## src/rtl/stopwatch_lap_if.sv

```systemverilog
// stopwatch_lap_if: control inputs and display outputs of the stopwatch
//   start_stop, clear, lap : controller -> stopwatch (levels, synchronous to clk_base)
//   digits                 : BCD display value, digit 0 in bits [3:0]
//   running, lap_active, overflow : registered status flags
interface stopwatch_lap_if #(parameter int DIGITS = 4);
  logic start_stop;
  logic clear;
  logic lap;
  logic [4*DIGITS-1:0] digits;
  logic running;
  logic lap_active;
  logic overflow;
  modport master(output start_stop, clear, lap, input digits, running, lap_active, overflow);
  modport slave(input start_stop, clear, lap, output digits, running, lap_active, overflow);
endinterface

```

## src/rtl/stopwatch_lap.sv

```systemverilog
// stopwatch_lap: parametrised BCD stopwatch with start/stop toggle, lap hold and wrap/saturate overflow
//   clk_base : system clock
//   reset    : asynchronous active-high reset
//   sw       : stopwatch_lap_if.slave (start_stop, clear, lap in; digits, running, lap_active, overflow out)
module stopwatch_lap #(
  parameter int DIGITS = 4,
  parameter int TICK_DIV = 1000000,
  parameter bit SAT_MODE = 1'b0
) (
  input logic clk_base,
  input logic reset,
  stopwatch_lap_if.slave sw
);
  localparam int W = 4 * DIGITS;
  localparam int PW = TICK_DIV > 1 ? $clog2(TICK_DIV) : 1;
  logic [W-1:0] count, lap_reg, count_inc;
  logic [PW-1:0] prescale;
  logic ss_q, lap_q, se, le, tick, all9, carry;
  logic running, lap_active, overflow;
  assign se = sw.start_stop & ~ss_q;
  assign le = sw.lap & ~lap_q;
  assign tick = running && prescale == PW'(TICK_DIV - 1);
  // Ripple BCD increment; the final carry means every digit was 9.
  always_comb begin
    carry = 1'b1;
    count_inc = count;
    for (int i = 0; i < DIGITS; i++) begin
      count_inc[4*i+:4] = carry ? (count[4*i+:4] == 4'd9 ? 4'd0 : count[4*i+:4] + 4'd1) : count[4*i+:4];
      carry = carry & (count[4*i+:4] == 4'd9);
    end
    all9 = carry;
  end
  always_ff @(posedge clk_base or posedge reset) begin
    if (reset) begin
      ss_q <= 1'b0;
      lap_q <= 1'b0;
      count <= '0;
      lap_reg <= '0;
      prescale <= '0;
      running <= 1'b0;
      lap_active <= 1'b0;
      overflow <= 1'b0;
    end else begin
      ss_q <= sw.start_stop;
      lap_q <= sw.lap;
      if (sw.clear) begin
        count <= '0;
        prescale <= '0;
        overflow <= 1'b0;
        lap_active <= 1'b0;
      end else begin
        if (running) prescale <= tick ? '0 : prescale + 1'b1;
        if (tick) begin
          count <= (SAT_MODE && all9) ? count : count_inc;
          if (all9) overflow <= 1'b1;
        end
        if (le) begin
          lap_active <= ~lap_active;
          if (!lap_active) lap_reg <= count;
        end
      end
      // Saturation stop wins over a simultaneous toggle; a saturated watch ignores toggles until clear.
      if (SAT_MODE && !sw.clear && tick && all9) running <= 1'b0;
      else if (se && !(SAT_MODE && overflow)) running <= ~running;
    end
  end
  assign sw.digits = lap_active ? lap_reg : count;
  assign sw.running = running;
  assign sw.lap_active = lap_active;
  assign sw.overflow = overflow;
endmodule

```

## src/flat_wrapper.sv

```systemverilog
// flat-port wrapper written by rule: the top's interface ports become plain ports
module stopwatch_lap_flat 
#(
  parameter int DIGITS = 4,
  parameter int TICK_DIV = 1000000,
  parameter bit SAT_MODE = 1'b0
)
  (clk_base, reset, sw_start_stop, sw_clear, sw_lap, sw_digits, sw_running, sw_lap_active, sw_overflow);
  stopwatch_lap_if #(.DIGITS(DIGITS)) sw_i ();
  input logic clk_base;
  input logic reset;
  input wire logic [$bits(sw_i.start_stop)-1:0] sw_start_stop;
  input wire logic [$bits(sw_i.clear)-1:0] sw_clear;
  input wire logic [$bits(sw_i.lap)-1:0] sw_lap;
  output wire logic [$bits(sw_i.digits)-1:0] sw_digits;
  output wire logic [$bits(sw_i.running)-1:0] sw_running;
  output wire logic [$bits(sw_i.lap_active)-1:0] sw_lap_active;
  output wire logic [$bits(sw_i.overflow)-1:0] sw_overflow;
  assign sw_i.start_stop = sw_start_stop;
  assign sw_i.clear = sw_clear;
  assign sw_i.lap = sw_lap;
  assign sw_digits = sw_i.digits;
  assign sw_running = sw_i.running;
  assign sw_lap_active = sw_i.lap_active;
  assign sw_overflow = sw_i.overflow;
  stopwatch_lap #(.DIGITS(DIGITS), .TICK_DIV(TICK_DIV), .SAT_MODE(SAT_MODE)) u_core (.clk_base(clk_base), .reset(reset), .sw(sw_i));
endmodule
```

## config.mk

```make
export PLATFORM = sky130hd
export DESIGN_NAME = stopwatch_lap_flat
export DESIGN_NICKNAME = d
export VERILOG_FILES = /design/src/rtl/stopwatch_lap_if.sv /design/src/rtl/stopwatch_lap.sv /design/src/flat_wrapper.sv
export SDC_FILE = /design/constraint.sdc
export NUM_CORES = 1
export LEC_CHECK = 0
export CELL_PAD_IN_SITES_DETAIL_PLACEMENT = 1
export CELL_PAD_IN_SITES_GLOBAL_PLACEMENT = 2
export CORE_MARGIN = 3
export CORE_UTILIZATION = 41
export CTS_CLUSTER_SIZE = 24
export DETAILED_ROUTE_END_ITERATION = 16
export PLACE_DENSITY = 0.81
export SYNTH_ARGS = -nofsm -noshare
export SYNTH_HDL_FRONTEND = slang
export SYNTH_SLANG_ARGS = --single-unit
```

## constraint.sdc

```tcl
create_clock -name clk_base -period 5.35 [get_ports clk_base]
set_clock_uncertainty 0.1 [all_clocks]
set_input_delay 0.535 -clock clk_base [delete_from_list [all_inputs] [get_ports clk_base]]
set_output_delay 0.535 -clock clk_base [all_outputs]
set_load 0.02 [all_outputs]
```

## Word-level counts from Yosys, hierarchy flattened

Index checks and enable logic that the tools add are counted.

- Register bits after elaboration: 57
- Latch bits: 0
- Memory bits (writable): 0
- Memory bits (read-only): 0
- Output and inout bits: 19
- Word-level logic and storage cells: 62
- Memories: 0

- $add $sub $neg: 5
- $mul: 0
- Div/mod/pow operators: 0
- Order comparisons: 0
- Equality and inequality tests: 5
- Shifts and indexed selects: 0
- Muxes and demuxes: 18
- Bitwise logic cells: 10
- Reductions and logical operators: 13

Operators by type and width:

| operator | number |
|---|---|
| $mux 20 | 3 |
| $mux 16 | 3 |
| $mux 4 | 7 |
| $add 20x1->20 const B | 1 |
| $eq 20x20->1 const B | 1 |
| $add 4x1->4 const B | 4 |
| $eq 4x4->1 const B | 4 |
| $reduce_bool 2->1 | 7 |
| $reduce_and 2->1 | 5 |
| $and 1x1->1 | 5 |
| $mux 1 | 5 |
| $not 1->1 | 5 |
| $logic_and 1x1->1 | 1 |

## Depth between registers and ports, before layout

- Word-level depth: 7
- Depth in mapped cells: 8
- Gate-level depth less buffers: 6

## Least setup slack after synthesis

OpenSTA, ideal clock, no wires.

- Path type: input port to flip-flop
- Start point: in sw_lap
- End point: reg u_core.lap_reg[1]
- Data arrival time: 1.702 ns
- Data required time: 5.125 ns
- Slack: 3.424 ns
- Cell stages on the path: 5
- Path through: nor2b_1 nor2b_1 buf_2 buf_1 mux2_2

- Longest elaborated chain between the ends: 2

Ends and longest elaborated chain:

| element | line | text |
|---|---|---|
| start: declaration | flat_wrapper.sv:14 | `input wire logic [$bits(sw_i.lap)-1:0] sw_lap;` |
| $and 1x1->1 | stopwatch_lap.sv:21 | `assign le = sw.lap & ~lap_q;` |
| $reduce_and 2->1 (no source line) | - |  |
| end signal: assignment | stopwatch_lap.sv:59 | `if (!lap_active) lap_reg <= count;` |
| end: declaration | stopwatch_lap.sv:16 | `logic [W-1:0] count, lap_reg, count_inc;` |

Every way passes these cells.
A chain may end at the register's enable or synchronous reset.

## Worst setup path in the final report

- Start point: reg u_core.lap_active, in the netlist u_core.sw.lap_active
- End point: out sw_digits[3]

- Longest elaborated chain between the ends: 1

Ends and longest elaborated chain:

| element | line | text |
|---|---|---|
| start: declaration | stopwatch_lap.sv:19 | `logic running, lap_active, overflow;` |
| start signal: assignment | stopwatch_lap.sv:58 | `lap_active <= ~lap_active;` |
| $mux 16 | stopwatch_lap.sv:67 | `assign sw.digits = lap_active ? lap_reg : count;` |
| end: declaration | flat_wrapper.sv:15 | `output wire logic [$bits(sw_i.digits)-1:0] sw_digits;` |

Every way passes these cells.

==> metrics.txt <==
status=complete, no violations; Worst R2R Setup Slack=2.87 ns; Die Wd=93.6 microns; Seq cells post-synth=57; worst-margin pin slew=0.836 ns; DRT iter0 DRCs=98; ys async rst share=100%; CP Capture Type=output port; die area=8760 sq um; Post-CTS Setup Bufs=0; Syn Inst Count=304; core box area=7330 sq um; final-layout fill cell count=801; Area Growth Syn to Fin=15.2%; fmax=354 MHz; Worst EP required=4.72 ns; Synthesized Nets=318; Power Dens Cells=264 nW/um^2; Total GRT Usage=18.2%; final period utilization=52.8%; # hold bufs at CTS=0; final non-filler cell total=426; Worst-path clk slew=0.07 ns; first-pass iteration count of the detailed router=4; leak pwr=1.55 nW; WP data arrival=2.19 ns; antenna violations before repair=0; first-pass GRT wire length=12.6 mm; Ant. Diodes=0; vias in the first global route=2583; Min-Delay Path Class=register to register; Post-DP HPWL=4.95 mm; largest net degree at the start of global routing=58; library cells used by synthesis=51; crit path launch type=register; CTS Buf Count=9; I/O Buffers=23; number of buffers and inverters on the critical path=1; RSZ-0062 raised after global routing=false; worst relative slew slack=44.3%; total of max-cap violations=0; maximum fanout along the worst path=23; Primary FF master, synth=dfrtp_1; clock root buffer master=clkbuf_8; Fin. Hold Viols=0; CP max stage delay=0.88 ns; Nets=338; mapped cell area=3140 sq um; Max Transition Viols Final=0; worst setup path category=register to output port; Congestion Overflow GR=0; Post-synth EDFFs=0; Vias/cell=5.65; FP Rows=31; ratio of cells with drive above 1 in the final layout=16.5%; Ports=24; Starting Density=42.9%; Clock Latency Late Sink=0.33 ns; min Tclk post-route=2.83 ns; Setup Viol. Count Final=0; Fin Setup TNS=0 ns; GP Congestion=0.796; Clock Path Buffers=2; YS warnings=0; Max VDD drop=0.000132 V; Placed Cells=412; Post-DRT Antenna Nets=0; post_cts resized=0; Clock Sinks=57; Slowest-stage cell, CP=dfrtp_1; Die H=93.6 microns; DRC=0; Total Wirelength=7.14 mm; Vias=2405; Syn Area/Cell=10.3 sq um; CTS tree=yes; max reg flops=20; Seq/Total Area, Yosys=45.4%; Largest delay share family, worst path=flip-flops; Critical Path, Cell by Cell=mux2_2 -> clkdlybuf4s50_1; H-tree Lvls=3; drt wl/cell=16.8 microns
-- final timing paths --
check / from / endpoint / cells past startpoint
max: u_core.sw.lap_active / sw_digits[3] / 2
min: u_core.lap_reg[7] / u_core.lap_reg[7] / 1
max reg2reg: u_core.prescale[15] / u_core.prescale[19] / 4
min reg2reg: u_core.lap_reg[7] / u_core.lap_reg[7] / 1
max in group asynchronous: reset / u_core.ss_q / 3
min in group asynchronous: reset / u_core.prescale[5] / 3
-- cell usage after synthesis, drive strengths merged, types with 2 or more instances --
cell type	n	area share [%]
xnor2	7	1.9
dfrtp	57	45
and4bb	2	0.80
and3	6	1.2
clkbuf	6	0.72
nand2b	5	0.99
a21oi	16	2.5
a31oi	2	0.40
nor2	18	2.1
or3	4	0.80
a41oi	3	0.84
xor2	5	1.4
o21a	2	0.48
mux2i	2	0.64
nor2b	4	0.80
ha	9	3.6
a311oi	2	0.56
inv	11	1.3
nand4	11	2.7
mux2	31	11
nand2	15	1.8
nor3	10	1.6
o21ai	16	2.5
nor4	5	0.99
nand3	13	2.1
o31ai	4	0.96
or4	8	2.0
and3b	3	0.84
and4	3	0.88
buf	11	1.8
-- layout by cell type (no fill, tap or decap), drive strengths merged, types with 4 or more instances in the layout --
| master | Yosys | layout |
|---|---|---|
| nand2b | 5 | 5 |
| or3 | 4 | 4 |
| nor3 | 10 | 10 |
| nand3 | 13 | 13 |
| inv | 11 | 11 |
| dfrtp | 57 | 57 |
| a21oi | 16 | 16 |
| nand4 | 11 | 11 |
| or4 | 8 | 8 |
| xnor2 | 7 | 7 |
| xor2 | 5 | 5 |
| nand2 | 15 | 15 |
| nor4 | 5 | 5 |
| nor2 | 18 | 18 |
| nor2b | 4 | 4 |
| mux2 | 31 | 31 |
| clkbuf | 6 | 10 |
| o21ai | 16 | 16 |
| and3 | 6 | 6 |
| ha | 9 | 9 |
| o31ai | 4 | 4 |
| clkdlybuf4s50 | 0 | 23 |
-- worst reg2reg max path, stage by stage, from the launching register on --
cell	delay [ns]
dfrtp_1	0.44
nor4_1	0.46
and4_1	0.61
a21o_1	0.57
o21ai_1	0.15
-- where the power goes --
| part | total, mW | internal (mW) | switching (mW) | leakage, nW |
|---|---|---|---|---|
| clock network | 0.386 | 0.220 | 0.166 | 0.0978 |
| logic | 0.0846 | 0.0408 | 0.0438 | 0.665 |
| registers | 0.486 | 0.445 | 0.0402 | 0.786 |
-- stage by stage --
stage	util (%)	total power, mW	worst slack [ns]	area (sq um)	hold WS, ns
6_report	49.4	0.956	2.52	3620	0.405
5_1_grt	49.4	1.00	2.36	3620	0.420
4_1_cts	49.4	0.974	2.48	3620	0.407
3_5_place_dp	46.9	0.580	2.59	3440	0.391
3_3_place_gp	46.9	0.578	2.69	3440	0.383
2_1_floorplan	-	0.545	3.32	3140	0.375
-- final cells by class --
class	instances	area, sq um	share of cell area [%]
clock buffer	10	138	3.80
clock inverter	4	45.0	1.24
inverter	11	41.3	1.14
multi-input combinational	219	1600	44.1
sequential	57	1430	39.4
tap	99	124	3.42
timing repair buffer	26	253	6.98
-- routing by layer --
layer / track usage [%] / vias up / wire length, microns
met5: 0 / - / 0
met4: 5.05 / 0 / 51
met3: 4.83 / 4 / 165
met2: 29.8 / 28 / 3550
met1: 23.7 / 1220 / 3370
li1: - / 1153 / -
-- logic make-up after synthesis --
group           Yosys count  synth area share (%)
compound gates           54                  11.5
xor+xnor                 12                  3.34
fa+ha+maj                 9                  3.58
buf+inv                  28                  3.86
flops                    57                  45.4
mux                      33                  11.7
simple gates            111                  20.6
No activity file was read; power rests on OpenSTA's default activity.
